==> src/rtl/line_buffer_ctrl_if.sv <==
// Capture/line-RAM side signal bundle for line_buffer_ctrl; master = capture/RAM side, slave = controller.
// LAST_LEN is present only when LINE_STATS_EN is defined.
interface line_buffer_ctrl_if #(
    parameter int ADDR_W = 13,
    parameter int LINE_W = 12
);
    logic              mCCD_FVAL;
    logic              mCCD_LVAL;
    logic [ADDR_W-1:0] X_Cont;
    logic [2:0]        WR_EN;
    logic [1:0]        TAP_SEL;
    logic [ADDR_W-1:0] READ_Cont;
    logic              READ_Request;
    logic [LINE_W-1:0] LINE_Cont;
    logic              LINE_OVF;
    logic              FRAME_DONE;
`ifdef LINE_STATS_EN
    logic [ADDR_W:0]   LAST_LEN;

    modport master (
        output mCCD_FVAL, mCCD_LVAL,
        input  X_Cont, WR_EN, TAP_SEL, READ_Cont, READ_Request,
               LINE_Cont, LINE_OVF, FRAME_DONE, LAST_LEN
    );
    modport slave (
        input  mCCD_FVAL, mCCD_LVAL,
        output X_Cont, WR_EN, TAP_SEL, READ_Cont, READ_Request,
               LINE_Cont, LINE_OVF, FRAME_DONE, LAST_LEN
    );
`else
    modport master (
        output mCCD_FVAL, mCCD_LVAL,
        input  X_Cont, WR_EN, TAP_SEL, READ_Cont, READ_Request,
               LINE_Cont, LINE_OVF, FRAME_DONE
    );
    modport slave (
        input  mCCD_FVAL, mCCD_LVAL,
        output X_Cont, WR_EN, TAP_SEL, READ_Cont, READ_Request,
               LINE_Cont, LINE_OVF, FRAME_DONE
    );
`endif
endinterface

==> src/rtl/line_buffer_ctrl.sv <==
// Sequencer for the 3-bank rotating Sobel line buffer, driven by camera FVAL/LVAL.
// Optional per-line pixel count output LAST_LEN is enabled by defining LINE_STATS_EN.
module line_buffer_ctrl #(
    parameter int LINE_WIDTH = 640,
    parameter int ADDR_W     = 13,
    parameter int LINE_W     = 12
) (
    input  logic               CCD_PIXCLK,
    input  logic               RESET,
    line_buffer_ctrl_if.slave  bus
);
    typedef enum logic [1:0] {S_IDLE, S_WAIT_LINE, S_LINE, S_BLANK} state_t;

    localparam logic [ADDR_W-1:0] X_LIMIT = ADDR_W'(LINE_WIDTH);

    state_t            state;
    logic              f_q, f_d, l_q, l_d;
    logic              f_rise, f_fall, l_rise;
    logic              frame_start, line_end, pixel_in;
    logic [1:0]        bank, bank_next;
    logic [ADDR_W-1:0] x_cnt, x_cont;
    logic [2:0]        wr_en;
    logic [LINE_W-1:0] line_cnt, line_cnt_next;
    logic              line_ovf, frame_done;

    // FVAL history resets high so a frame already in progress at reset release never looks like a rise.
    always_ff @(posedge CCD_PIXCLK or posedge RESET) begin
        if (RESET) begin
            f_q <= 1'b1;
            f_d <= 1'b1;
            l_q <= 1'b0;
            l_d <= 1'b0;
        end else begin
            f_q <= bus.mCCD_FVAL;
            f_d <= f_q;
            l_q <= bus.mCCD_LVAL;
            l_d <= l_q;
        end
    end

    assign f_rise        = f_q & ~f_d;
    assign f_fall        = ~f_q & f_d;
    assign l_rise        = l_q & ~l_d;
    assign frame_start   = (state == S_IDLE) & f_rise;
    assign line_end      = (state == S_LINE) & (~l_q | f_fall);
    assign pixel_in      = l_q & ~f_fall &
                           ((state == S_LINE) | (((state == S_WAIT_LINE) | (state == S_BLANK)) & l_rise));
    assign bank_next     = (bank == 2'd2) ? 2'd0 : bank + 2'd1;
    assign line_cnt_next = (&line_cnt) ? line_cnt : line_cnt + LINE_W'(1);

    // The rising-edge pixel is written immediately so WR_EN trails LVAL by exactly two cycles.
    always_ff @(posedge CCD_PIXCLK or posedge RESET) begin
        if (RESET) begin
            state      <= S_IDLE;
            bank       <= 2'd0;
            x_cnt      <= '0;
            x_cont     <= '0;
            wr_en      <= 3'b000;
            line_cnt   <= '0;
            line_ovf   <= 1'b0;
            frame_done <= 1'b0;
        end else begin
            wr_en      <= 3'b000;
            frame_done <= 1'b0;
            case (state)
                S_IDLE: begin
                    if (f_rise) begin
                        state    <= S_WAIT_LINE;
                        bank     <= 2'd0;
                        line_cnt <= '0;
                        line_ovf <= 1'b0;
                        x_cnt    <= '0;
                    end
                end
                S_WAIT_LINE, S_BLANK: begin
                    if (f_fall) begin
                        state      <= S_IDLE;
                        frame_done <= 1'b1;
                    end else if (l_rise) begin
                        state  <= S_LINE;
                        wr_en  <= 3'b001 << bank;
                        x_cont <= '0;
                        x_cnt  <= ADDR_W'(1);
                    end
                end
                S_LINE: begin
                    if (line_end) begin
                        bank     <= bank_next;
                        line_cnt <= line_cnt_next;
                        x_cnt    <= '0;
                    end else if (x_cnt == X_LIMIT) begin
                        line_ovf <= 1'b1;
                    end else begin
                        wr_en  <= 3'b001 << bank;
                        x_cont <= x_cnt;
                        x_cnt  <= x_cnt + ADDR_W'(1);
                    end
                    if (f_fall) begin
                        state      <= S_IDLE;
                        frame_done <= 1'b1;
                    end else if (!l_q) begin
                        state <= S_BLANK;
                    end
                end
                default: state <= S_IDLE;
            endcase
        end
    end

    assign bus.X_Cont       = x_cont;
    assign bus.READ_Cont    = x_cont;
    assign bus.WR_EN        = wr_en;
    assign bus.TAP_SEL      = bank;
    assign bus.LINE_Cont    = line_cnt;
    assign bus.LINE_OVF     = line_ovf;
    assign bus.FRAME_DONE   = frame_done;
    assign bus.READ_Request = (|wr_en) & (line_cnt >= LINE_W'(2));

`ifdef LINE_STATS_EN
    logic [ADDR_W:0] len_cnt, last_len;

    // Counts every LVAL pixel of the line, including ones dropped after overflow or cut by FVAL.
    always_ff @(posedge CCD_PIXCLK or posedge RESET) begin
        if (RESET) begin
            len_cnt  <= '0;
            last_len <= '0;
        end else if (frame_start) begin
            len_cnt  <= '0;
            last_len <= '0;
        end else if (line_end) begin
            last_len <= len_cnt + {{ADDR_W{1'b0}}, l_q};
            len_cnt  <= '0;
        end else if (pixel_in) begin
            len_cnt <= len_cnt + (ADDR_W + 1)'(1);
        end
    end

    assign bus.LAST_LEN = last_len;
`endif
endmodule

==> src/flat_wrapper.sv <==
// flat-port wrapper written by rule: the top's interface ports become plain ports
module line_buffer_ctrl_flat 
#(
    parameter int LINE_WIDTH = 640,
    parameter int ADDR_W     = 13,
    parameter int LINE_W     = 12
)
  (CCD_PIXCLK, RESET, bus_mCCD_FVAL, bus_mCCD_LVAL, bus_X_Cont, bus_WR_EN, bus_TAP_SEL, bus_READ_Cont, bus_READ_Request, bus_LINE_Cont, bus_LINE_OVF, bus_FRAME_DONE);
  line_buffer_ctrl_if #(.ADDR_W(ADDR_W), .LINE_W(LINE_W)) bus_i ();
  input  logic CCD_PIXCLK;
  input  logic RESET;
  input wire logic [$bits(bus_i.mCCD_FVAL)-1:0] bus_mCCD_FVAL;
  input wire logic [$bits(bus_i.mCCD_LVAL)-1:0] bus_mCCD_LVAL;
  output wire logic [$bits(bus_i.X_Cont)-1:0] bus_X_Cont;
  output wire logic [$bits(bus_i.WR_EN)-1:0] bus_WR_EN;
  output wire logic [$bits(bus_i.TAP_SEL)-1:0] bus_TAP_SEL;
  output wire logic [$bits(bus_i.READ_Cont)-1:0] bus_READ_Cont;
  output wire logic [$bits(bus_i.READ_Request)-1:0] bus_READ_Request;
  output wire logic [$bits(bus_i.LINE_Cont)-1:0] bus_LINE_Cont;
  output wire logic [$bits(bus_i.LINE_OVF)-1:0] bus_LINE_OVF;
  output wire logic [$bits(bus_i.FRAME_DONE)-1:0] bus_FRAME_DONE;
  assign bus_i.mCCD_FVAL = bus_mCCD_FVAL;
  assign bus_i.mCCD_LVAL = bus_mCCD_LVAL;
  assign bus_X_Cont = bus_i.X_Cont;
  assign bus_WR_EN = bus_i.WR_EN;
  assign bus_TAP_SEL = bus_i.TAP_SEL;
  assign bus_READ_Cont = bus_i.READ_Cont;
  assign bus_READ_Request = bus_i.READ_Request;
  assign bus_LINE_Cont = bus_i.LINE_Cont;
  assign bus_LINE_OVF = bus_i.LINE_OVF;
  assign bus_FRAME_DONE = bus_i.FRAME_DONE;
  line_buffer_ctrl #(.LINE_WIDTH(LINE_WIDTH), .ADDR_W(ADDR_W), .LINE_W(LINE_W)) u_core (.CCD_PIXCLK(CCD_PIXCLK), .RESET(RESET), .bus(bus_i));
endmodule
==> config.mk <==
export PLATFORM = sky130hd
export DESIGN_NAME = line_buffer_ctrl_flat
export DESIGN_NICKNAME = d
export VERILOG_FILES = /design/src/rtl/line_buffer_ctrl_if.sv /design/src/rtl/line_buffer_ctrl.sv /design/src/flat_wrapper.sv
export SDC_FILE = /design/constraint.sdc
export NUM_CORES = 1
export LEC_CHECK = 0
export CORE_MARGIN = 5
export CORE_UTILIZATION = 30
export DETAILED_ROUTE_END_ITERATION = 7
export PLACE_DENSITY_LB_ADDON = 0.25
export SKIP_CTS_REPAIR_TIMING = 1
export SLEW_MARGIN = 20
export SYNTH_ARGS = -nofsm -noshare
export SYNTH_HDL_FRONTEND = slang
export SYNTH_SLANG_ARGS = --single-unit
==> constraint.sdc <==
create_clock -name CCD_PIXCLK -period 2.2 [get_ports CCD_PIXCLK]
set_input_delay 0.44 -clock CCD_PIXCLK [delete_from_list [all_inputs] [get_ports CCD_PIXCLK]]
set_output_delay 0.44 -clock CCD_PIXCLK [all_outputs]
set_load 0.1 [all_outputs]
After elaboration in Yosys (flattened, before gate mapping)

Index checks and enable logic that the tools add are counted.

Register bits after elaboration: 51
Word-level logic and storage cells: 92

Add/sub/neg operators: 3
Magnitude comparators: 1
Eq/ne operators: 16
Shift operators: 1
Mux-type cells: 36
Bitwise logic cells: 10
Reductions and logical operators: 13

Operators by type and width:

| cell                  | number |
|---|---|
| $mux 13               | 9 |
| $pmux 13 s3           | 1 |
| $mux 12               | 3 |
| $pmux 13 s2           | 1 |
| $pmux 12 s2           | 1 |
| $mux 2                | 8 |
| $add 13x1->13 const B | 1 |
| $eq 13x10->1 const B  | 1 |
| $add 12x1->12 const B | 1 |
| $ge 12x2->1 const B   | 1 |
| $mux 3                | 4 |
| $reduce_and 12->1     | 1 |
| $reduce_and 4->1      | 3 |
| $ne 2x2->1 const B    | 5 |
| $eq 2x2->1 const B    | 3 |
| $ne 2x1->1 const B    | 3 |
| $pmux 2 s3            | 1 |
| $pmux 3 s2            | 1 |
| $reduce_and 3->1      | 2 |
| $reduce_or 3->1       | 2 |
| $and 1x1->1           | 5 |
| $mux 1                | 5 |
| $reduce_and 5->1      | 1 |
| $not 1->1             | 4 |
| other kinds (12)      | 13 |

Depth between registers and ports, before layout

Word-level depth: 6
Gate-level depth with buffers: 8
Depth with buffers taken out: 7

Worst setup path after synthesis

Ideal clock, no wire load.

Kind: register to output
Start point: register u_core.line_cnt[4] (netlist: u_core.bus.LINE_Cont[4])
End point: output bus_READ_Request
Arrival time: 2.996 ns
Data required time: 1.760 ns
Setup slack: -1.236 ns
Stages on the path, launching flop included: 4
Path buffers: 1
Cell sequence: dfrtp_1 > clkbuf_1 > nor4_1 > a31oi_1

Cells in the longest elaborated chain, start to end: 2

Ends and longest elaborated chain:

| what                   | line                    | source |
|---|---|---|
| from (decl)            | line_buffer_ctrl.sv:23  | `logic [LINE_W-1:0] line_cnt, line_cnt_next;` |
| from (signal assigned) | line_buffer_ctrl.sv:89  | `line_cnt <= line_cnt_next;` |
| $ge 12x2->1            | line_buffer_ctrl.sv:117 | `assign bus.READ_Request = (\|wr_en) & (line_cnt >= LINE_W'(2));` |
| $and 1x1->1            | line_buffer_ctrl.sv:117 |  |
| to (decl)              | flat_wrapper.sv:18      | `output wire logic [$bits(bus_i.READ_Request)-1:0] bus_READ_Request;` |

No other way between the ends.

Worst setup path in the final report

Start point: register u_core.line_cnt[0] (netlist: u_core.bus.LINE_Cont[0])
End point: output bus_READ_Request

The elaborated chain is that of the path after synthesis.

==> impl_summary.md <==
Global routing
The first-pass GRT wire length is 10.25 mm. The number of antenna violations at the first check in global routing is 0. The overall overflow remaining after global route is 0. The number of global-route vias before repair came to 2015. The pin count of the biggest net entering global routing is 52. Across every metal layer, demand over resource in global routing totals 0.1235.

Worst hold path
The depth of the worst hold-timing path is 0. The worst hold path begins at u_core.f_q. The worst hold endpoint is u_core.f_d. The kind of path behind the tightest hold check is reg2reg.

Synth
Synthesis instantiated 51 different standard cells from the library. The mapped netlist covers roughly 2600 µm². The number of nets handed over by synthesis was 265.

The largest area contributor in the synthesized netlist is sky130_fd_sc_hd__dfrtp_1. The average size of a mapped cell is 10.00 µm². Of the post-synthesis cell area, the dominant cell type holds 0.4771. Ranked by total cell area, the synthesized netlist is headed by sky130_fd_sc_hd__dfrtp_1 48%, sky130_fd_sc_hd__nand3_1 4.5%, sky130_fd_sc_hd__buf_4 3.8%.

The synthesized design contains 0 enable-type register cells. The most common cell in the synthesized netlist is sky130_fd_sc_hd__dfrtp_1. The proportion of synthesized flip-flops having asynchronous set or reset is 1.000. The number of storage elements in the synthesis netlist is between 50 and 60.

Counting instances in the post-synthesis netlist gives the leading cell types as 49 x sky130_fd_sc_hd__dfrtp_1, 23 x sky130_fd_sc_hd__nand3_1, 19 x sky130_fd_sc_hd__nand2_1, 19 x sky130_fd_sc_hd__nor2_1, 13 x sky130_fd_sc_hd__buf_4. Yosys printed 0 warnings. The sequential area share after synthesis is 0.4976. Among all flip-flop cells after synthesis, the most frequent one is sky130_fd_sc_hd__dfrtp_1. In the synthesized netlist, the number of instances is 257.

Power and ir drop
The leakage power of the design is 1.426 nW. Summed over all nets, the switching power comes to 0.001184 W. Of the total power, the share spent switching nets is 0.4196. The power share of the clock group is 0.239.

The share of total power dissipated in combinational logic is 0.361. The total power is 0.002822 W. In this run the power density over the cells is 882.9 nW/µm².

Across the VDD grid, the largest voltage drop is 0.7052 mV. The internal power consumption is approximately 0.0016 W. Of the total power, registers draw 0.400.

Floorplan
The core outline area is just over 8000 µm². The initial utilization of the core area, before any placement, comes to 0.3097. The die boundary height is 102.6 µm. The overall die area is 10520 µm². The floorplan has 33 rows. Measured along the x axis, the die boundary spans 102.6 µm. 50 I/O pins were placed.

Setup path
On the worst path, the slowest cell contributes a delay of around 390 ps. The family with the most delay on the worst path is flip-flops. The element type at the critical path start is a flip-flop. For the worst flop-to-flop path, the logic depth is 6. The worst reg2reg path startpoint is u_core.bus.LINE_Cont[1]. The kind of critical path is reg2out.

The worst-path maximum fanout is 4. The worst-path cell with the longest stage delay is sky130_fd_sc_hd__dfrtp_2. The signal on the critical path passes through inv_1, ha_1, nor4_2, a31oi_4, buf_12. Together, buffers and inverters on the worst path number 2. STA puts the critical path data arrival time at 1650 ps. The worst setup path is captured at a primary output. Across all register-to-register paths, the minimum setup slack is 320 ps.

The worst flop-to-flop path endpoint is u_core.bus.LINE_Cont[11]. Data on the critical path is required at its endpoint by roughly 1800 ps.

Clock tree
The CTS sink count is 51. The root buffer selected by CTS is sky130_fd_sc_hd__clkbuf_8. CTS built an H-tree with a depth of 2. The clock latency of the later-clocked register in the worst-skew pair is 300 ps.

The clock tree from TritonCTS is built. The clock transition at the register clock pins on the worst setup and hold paths after CTS is 90 ps. The clock buffer count from CTS is 5. The maximum count of clock buffers along a single path is 2.

Job
The count of maximum capacitance violations is 0.

Drt
The routed layout has 2099 vias. Dividing the detail-routed wire length by the instance count gives ~15 µm. The detail route stage leaves a number of antenna-violating nets equal to 0. The detailed-route vias per instance is 5.145. The post-route DRC violation count is 0. The count of TritonRoute iterations in the first routing pass is 4. Wires add up to between 6 and 7 mm. For this block, the initial DRC count from the detailed router was slightly above 70.

Final layout
The count of inserted antenna diode cells is 0. In the final layout, the share of cells above drive strength 1 is 0.2838. From synthesis to final layout, the design area changed by 24.39%. The number of nets in the layout is 310.

Place
The quantity of I/O buffers inserted on ports is 49. The routability congestion estimate is 0.8376. The sum of net half-perimeters after detailed placement is 4.516 mm.

Timing
The smallest clock period supported by the final layout is computed as 2087 ps. The number of slew-limit violations in the final report was 0. The worst pin sits at a relative slew slack of 0.6647. The measured slew at the worst slew-check pin is between 400 and 500 ps. Setup violations remaining at the end of the flow were counted as 0.

The worst-case clock skew is slightly above 4 ps. The final hold violation count is 0. Of the available clock period, the critical path in the final layout requires 0.9485.

Setup repair after global routing left no endpoint under its margin. Summed over all failing endpoints, the final setup total negative slack is 0 ps. The maximum achievable frequency is 479.2 MHz.

Status
The run finished with clean final reports.
-- power groups by stage --
stage	logic [W]	clock network [W]	registers, W
finish	0.00102	0.000674	0.00113
global route	0.00108	0.000728	0.00115
CTS	0.00103	0.000700	0.00113
detailed placement	0.00102	0	0.00115
global placement	0.00102	0	0.00114
floorplan	0.000407	0	0.00151
-- area by class of cell --
type | instances | area (µm²)
multi-input combinational | 175 | 1142
clock inverter | 2 | 35.03
sequential | 51 | 1292
inverter | 10 | 37.54
tap | 105 | 131.4
clock buffer | 6 | 82.58
fill | 832 | 5102
timing repair buffer | 59 | 475.5
-- worst max path at each step --
stage	start	to	slack (ps)	depth (start not counted)
CTS	u_core.bus.LINE_Cont[0]	bus_READ_Request	100	5
global route	u_core.bus.LINE_Cont[0]	bus_READ_Request	40	5
global placement	u_core.state[0]	u_core.bus.LINE_Cont[6]	350	5
floorplan	u_core.bus.LINE_Cont[7]	bus_READ_Request	8	2
finish	u_core.bus.LINE_Cont[0]	bus_READ_Request	110	5
detailed placement	u_core.f_q	u_core.bus.LINE_Cont[9]	330	6
-- cell usage in the layout (no fill, tap or decap), types with 4 or more instances in the layout --
cell,synthesis,layout
sky130_fd_sc_hd__nand2_1,19,19
sky130_fd_sc_hd__nand3_1,23,23
sky130_fd_sc_hd__xor2_1,7,7
sky130_fd_sc_hd__nand4_1,7,7
sky130_fd_sc_hd__dfrtp_2,0,11
sky130_fd_sc_hd__nor2_1,19,19
sky130_fd_sc_hd__dfrtp_1,49,38
sky130_fd_sc_hd__and3_1,7,7
sky130_fd_sc_hd__inv_1,10,9
sky130_fd_sc_hd__nor3_1,5,5
sky130_fd_sc_hd__o21ai_0,11,11
sky130_fd_sc_hd__buf_4,13,54
sky130_fd_sc_hd__a22o_1,9,9
sky130_fd_sc_hd__clkbuf_8,0,6
sky130_fd_sc_hd__a21oi_1,5,5
sky130_fd_sc_hd__ha_1,4,4
-- per-stage QoR --
stage               instances  worst slack, ps    util  cell area, µm²  hold WS [ps]
floorplan                 257            7.934       -            2605         352.9
global placement          400            353.2  0.3710            3079         368.4
detailed placement        400            330.4  0.3710            3079         370.8
CTS                       408            99.07  0.3852            3197         384.1
global route              408            43.04  0.3852            3197         393.2
finish                    408            113.3  0.3852            3197         382.5
-- cells by family after synthesis --
family / share of synthesized area
compound gates: 0.1485
xor+xnor: 0.03408
fa+ha+maj: 0.01947
buf+inv: 0.06621
flops: 0.4976
simple gates: 0.2342
-- worst reg2reg max path, stage by stage, from the launching register on --
cell                      delay, ps
sky130_fd_sc_hd__dfrtp_2        450
sky130_fd_sc_hd__ha_1           230
sky130_fd_sc_hd__and3_1         220
sky130_fd_sc_hd__nand3_1        190
sky130_fd_sc_hd__o21ai_1        140
sky130_fd_sc_hd__or4_1          410
sky130_fd_sc_hd__a21oi_1        160
-- routing by layer --
| metal | global-route usage | share of wire |
|---|---|---|
| met4 | 0.03935 | 0.015 |
| met5 | 0 | 0 |
| met2 | 0.1912 | 0.46 |
| met3 | 0.02300 | 0.049 |
| met1 | 0.1748 | 0.47 |
-- flip-flops by register name, indices dropped and copies added (netlist names), 2 cells and up --
| register | cells |
|---|---|
| u_core.bus.WR_EN | 3 |
| u_core.x_cnt | 13 |
| u_core.bus.READ_Cont | 13 |
| u_core.bus.TAP_SEL | 2 |
| u_core.bus.LINE_Cont | 12 |
| u_core.state | 2 |
No activity file was read; power rests on OpenSTA's default activity.
